## config.mk

```make
export PLATFORM = sky130hd
export DESIGN_NAME = deserializer
export DESIGN_NICKNAME = d
export VERILOG_FILES = /design/src/rtl/deserializer.sv
export SDC_FILE = /design/constraint.sdc
export NUM_CORES = 1
export LEC_CHECK = 0
export CAP_MARGIN = 20
export CORE_ASPECT_RATIO = 0.5
export CORE_UTILIZATION = 35
export DETAILED_ROUTE_END_ITERATION = 6
export PLACE_DENSITY = 0.58
export SYNTH_ARGS = -nofsm -noshare
export SYNTH_HDL_FRONTEND = slang
export SYNTH_SLANG_ARGS = --single-unit
```

## constraint.sdc

```tcl
create_clock -name clk_i -period 2.8 [get_ports clk_i]
set_clock_uncertainty 0.1 [all_clocks]
set_input_delay 0.84 -clock clk_i [delete_from_list [all_inputs] [get_ports clk_i]]
set_output_delay 0.84 -clock clk_i [all_outputs]
set_load 0.02 [all_outputs]
```

## src/rtl/deserializer.sv

```systemverilog
// deserializer: MSB-first serial-to-parallel word assembler with a FWFT output FIFO.
module deserializer #(
    parameter int DATA_W     = 16,
    parameter int MOD_W      = $clog2(DATA_W),
    parameter int FIFO_DEPTH = 4,
    parameter int DROP_W     = 8
) (
    input  logic              clk_i,
    input  logic              srst_i,
    input  logic              ser_data_i,
    input  logic              ser_data_val_i,
    output logic [DATA_W-1:0] deser_data_o,
    output logic [MOD_W-1:0]  deser_mod_o,
    output logic              deser_data_val_o,
    input  logic              deser_ready_i,
    output logic              busy_o,
    output logic [DROP_W-1:0] drop_cnt_o
);
    localparam int AW = $clog2(FIFO_DEPTH);
    localparam int EW = DATA_W + MOD_W;
    localparam logic [MOD_W-1:0] LAST = MOD_W'(DATA_W - 1);

    logic [DATA_W-1:0] shift, shift_n;
    logic [MOD_W-1:0]  cnt;
    logic [EW-1:0]     mem [FIFO_DEPTH];
    logic [AW:0]       wr_ptr, rd_ptr;
    logic [EW-1:0]     push_ent;
    logic              close_full, close_part, push, pop, full, empty, wr_en;

    // bit k lands directly at DATA_W-1-k so partial words come out left-aligned
    always_comb begin
        shift_n             = shift;
        shift_n[LAST - cnt] = ser_data_i;
        close_full          = ser_data_val_i && (cnt == LAST);
        close_part          = !ser_data_val_i && (cnt != '0);
        push                = close_full || close_part;
        push_ent            = {ser_data_val_i ? shift_n : shift, close_full ? MOD_W'(0) : cnt};
        empty               = wr_ptr == rd_ptr;
        full                = wr_ptr == {~rd_ptr[AW], rd_ptr[AW-1:0]};
        pop                 = !empty && deser_ready_i;
        wr_en               = push && (!full || pop);
    end

    // assembly register and bit counter; any close clears both
    always_ff @(posedge clk_i) begin
        if (srst_i || push) begin
            shift <= '0;
            cnt   <= '0;
        end else if (ser_data_val_i) begin
            shift <= shift_n;
            cnt   <= cnt + MOD_W'(1);
        end
    end

    // FIFO storage and pointers; a push into a full FIFO is accepted only alongside a pop
    always_ff @(posedge clk_i) begin
        if (srst_i) begin
            wr_ptr <= '0;
            rd_ptr <= '0;
            for (int i = 0; i < FIFO_DEPTH; i++) mem[i] <= '0;
        end else begin
            if (wr_en) begin
                mem[wr_ptr[AW-1:0]] <= push_ent;
                wr_ptr              <= wr_ptr + (AW+1)'(1);
            end
            if (pop) rd_ptr <= rd_ptr + (AW+1)'(1);
        end
    end

    // saturating count of words discarded because the FIFO was full
    always_ff @(posedge clk_i) begin
        if (srst_i) drop_cnt_o <= '0;
        else if (push && !wr_en && drop_cnt_o != '1) drop_cnt_o <= drop_cnt_o + DROP_W'(1);
    end

    assign {deser_data_o, deser_mod_o} = mem[rd_ptr[AW-1:0]];
    assign deser_data_val_o = !empty;
    assign busy_o           = cnt != '0;
endmodule

```

==> impl_metrics.yaml <==
drt:
  drt_iter0_drc: 210
  drc: 0
  firstDrtPassIters: 4
  ant_nets: 0
  viasPerCell: 4.76
  wl_per_cell_um: 16.3
  vias: 3175
  drt_wl_total_mm: 10.9
critical_path:
  critPathRequiredTime_ns: 1.86
  critPathMaxStageDelay_ns: 0.49
  path_cells: "clkbuf_16 -> mux4_2 -> dlygate4sd2_1"
  critPathTopFamily: "buffers and inverters"
  cp_slowest_cell: "mux4_2"
  reg2reg_slack_ns: 0.37
  start_kind: "flop"
  arrival_ns: 1.81
  crit_buf_inv: 2
  critical_path_class: "reg -> out"
  worstSetupEndpointType: "primary output"
  critPathMaxFanout: 5
finish:
  area_delta_synth_final_pct: 29.4
  mostFrequentLayoutCells: "nor2_1, edfxtp_1, buf_4, dfxtp_1, nand2_1"
  stdcell_count: 667
  insertedDiodeCount: 0
  nFillCells: 1262
  drive_gt1_share_pct: 25.7
  mostFrequentLayoutCell: "nor2_1"
  stdcell_area_um2: 6470
  final_util_pct: 47.1
  fin_nets: 474
pwr:
  p_leak_nw: 2.40
  vdd_ir_drop_max_mv: 0.343
  p_per_area_nw_per_um2: 691
floorplanning:
  initial_core_util_pct: 36.4
  core_um2: 13700
  io-pin-count: 35
  design.die.area_um2: 14800
  die_h_um: 86.5
  die_w_um: 171
  rows: 30
sta:
  fin_crit_sh_pct: 98.2
  setup_viol_count_final: 0
  maxSlewViolCount: 0
  tightest_slew_ns: 0.434
  max_freq_ghz: 0.364
  fin_crit_ns: 2.75
  hold_viol_final: 0
  slew_headroom_pct: 70.2
  rsz0062_at_grt: "no"
clocking:
  clkTransAtPathRegs_ns: 0.05
  cts_buffers: 17
  clkLatencyLatePin_ns: 0.41
  cts.sinks: 116
  cts_hold_buf: 0
  cts_tree: "yes"
  clockBufferDepth: 2
  htreeDepth: 4
  cts_root_buf: "clkbuf_16"
synthesis:
  synth_nets: 397
  synth-seq-area-share_pct: 62.4
  syn_inst: 385
  yosysUniqueCellTypes: 34
  yosysWarningCount: 0
  syn_area_per_cell_um2: 13.0
  syn_area_um2: 5000
  synth-seq-cells: 116
placement:
  io_buffers: 34
  dpl-instance-area_um2: 5860
  dpl.cell_count: 633
  gp_congestion: 0.775
  post-dp-hpwl_mm: 6.44
grt:
  grt_max_degree: 21
  grt_pass1_vias: 3287
  overflow: 0
  antenna_found_initial: 0
  gr-usage-all-layers_pct: 15.7
  grt_pass1_wl_mm: 17.0
run_status:
  outcome: "finished clean"
flow_run:
  cap_viol_max_count: 0
hold_path:
  min_path_type: "reg -> reg"
[synth_stat cells]
cell type  count  area (um2)
nand4_2        1        12.5
inv_1          4        15.0
or3_1          6        37.5
edfxtp_1      80        2400
and3_1         4        25.0
ha_1           7        87.6
a31o_2         1        8.76
nand2b_1       1        6.26
dfxtp_1       36         721
o31a_1         1        8.76
o21ai_0        5        25.0
buf_2          6        30.0
nor4_1         1        6.26
o21a_1         1        7.51
clkbuf_1       8        30.0
and4_1         2        17.5
buf_6          5        56.3
o21bai_2       1        11.3
mux2i_1       19         190
nor2_2        19         119
or3b_4         2        22.5
mux4_2        20         450
nand4b_4       1        23.8
nand3b_1       1        7.51
nor2_1        89         334
a21oi_1        6        30.0
nand4_1        4        25.0
buf_1          2        7.51
nand2_1       25        93.8
xnor2_1        5        43.8
nand4b_2       1        15.0
nand3_1       12        60.1
nor2b_1        3        18.8
xor2_1         6        52.6
[path summary, 6_finish.rpt]
| kind | to | startpoint | cells after the start |
|---|---|---|---|
| max | deser_data_o[4] | flop | 3 |
| min | drop_cnt_o[6]$_SDFFE_PP0P_ | drop_cnt_o[6]$_SDFFE_PP0P_ | 2 |
| max reg2reg | mem[2][7]$_SDFFCE_PN0P_ | cnt[0]$_SDFFE_PP0P_ | 9 |
| min reg2reg | drop_cnt_o[6]$_SDFFE_PP0P_ | drop_cnt_o[6]$_SDFFE_PP0P_ | 2 |
[what timing repair did]
action                                 4_1_cts  5_1_grt
gates cloned                                 0        2
endpoints found under the hold margin        0        0
setup endpoints to repair                   22       20
resized for setup                           26       13
setup buffers                                0        0
[layer usage]
layer | part of all wire (%) | track usage, % | vias to the layer above
li1 | - | - | 1536
met1 | 50 | 21.5 | 1554
met2 | 43 | 23.5 | 72
met3 | 5.5 | 5.16 | 13
met4 | 1.2 | 5.36 | 0
met5 | 0 | 0 | -
[cell families (layout without fill, tap and decap cells)]
| family | after synthesis | in the layout | share of synthesized area [%] |
|---|---|---|---|
| AND/OR/NAND/NOR | 172 | 172 | 16.5 |
| AO/OA/AOI/OAI | 15 | 15 | 1.83 |
| XOR/XNOR | 11 | 11 | 1.93 |
| adder cells (fa/ha/maj) | 7 | 7 | 1.75 |
| buffers and inverters | 25 | 115 | 2.78 |
| multiplexers | 39 | 39 | 12.8 |
| flip-flops | 116 | 116 | 62.4 |
[cell type report]
| cell class | count | area [um2] | share of cell area (%) |
|---|---|---|---|
| Timing Repair Buffer | 79 | 759 | 11.7 |
| Clock buffer | 20 | 437 | 6.74 |
| Inverter | 4 | 15.0 | 0.232 |
| Tap cell | 192 | 240 | 3.71 |
| Multi-Input combinational cell | 244 | 1740 | 26.9 |
| Sequential cell | 116 | 3130 | 48.3 |
| Clock inverter | 12 | 156 | 2.42 |
[worst reg2reg max path: cells and delay by family, from the launching register on]
kind,cells,cell delay [ns]
adder cells (fa/ha/maj),1,0.24
flip-flops,1,0.32
AO/OA/AOI/OAI,1,0.18
AND/OR/NAND/NOR,4,0.91
buffers and inverters,3,0.39
[through the flow]
step	TNS [ns]	hold slack, ns	total power, mW	setup WS, ns
6_report	0	0.405	4.47	0.0495
5_1_grt	0	0.436	4.61	0.000631
4_1_cts	0	0.409	4.49	0.000422
3_5_place_dp	-4.00	0.400	2.34	-0.0795
3_3_place_gp	-1.04	0.394	2.34	-0.0341
2_1_floorplan	0	0.379	2.16	0.0220
[sequential cells by signal, summed over array words and instances (netlist names), named ones only]
name,count
drop_cnt_o,8
rd_ptr,3
cnt,4
shift,16
wr_ptr,3
mem,80
[where the power goes]
part	internal (mW)	switching [mW]	leakage, nW	total (mW)
clock network	1.40	0.773	0.277	2.17
logic	0.179	0.215	1.01	0.394
registers	1.88	0.0239	1.12	1.91
total	3.46	1.01	2.40	4.47
Note: power is estimated with default switching activity, not from simulation.
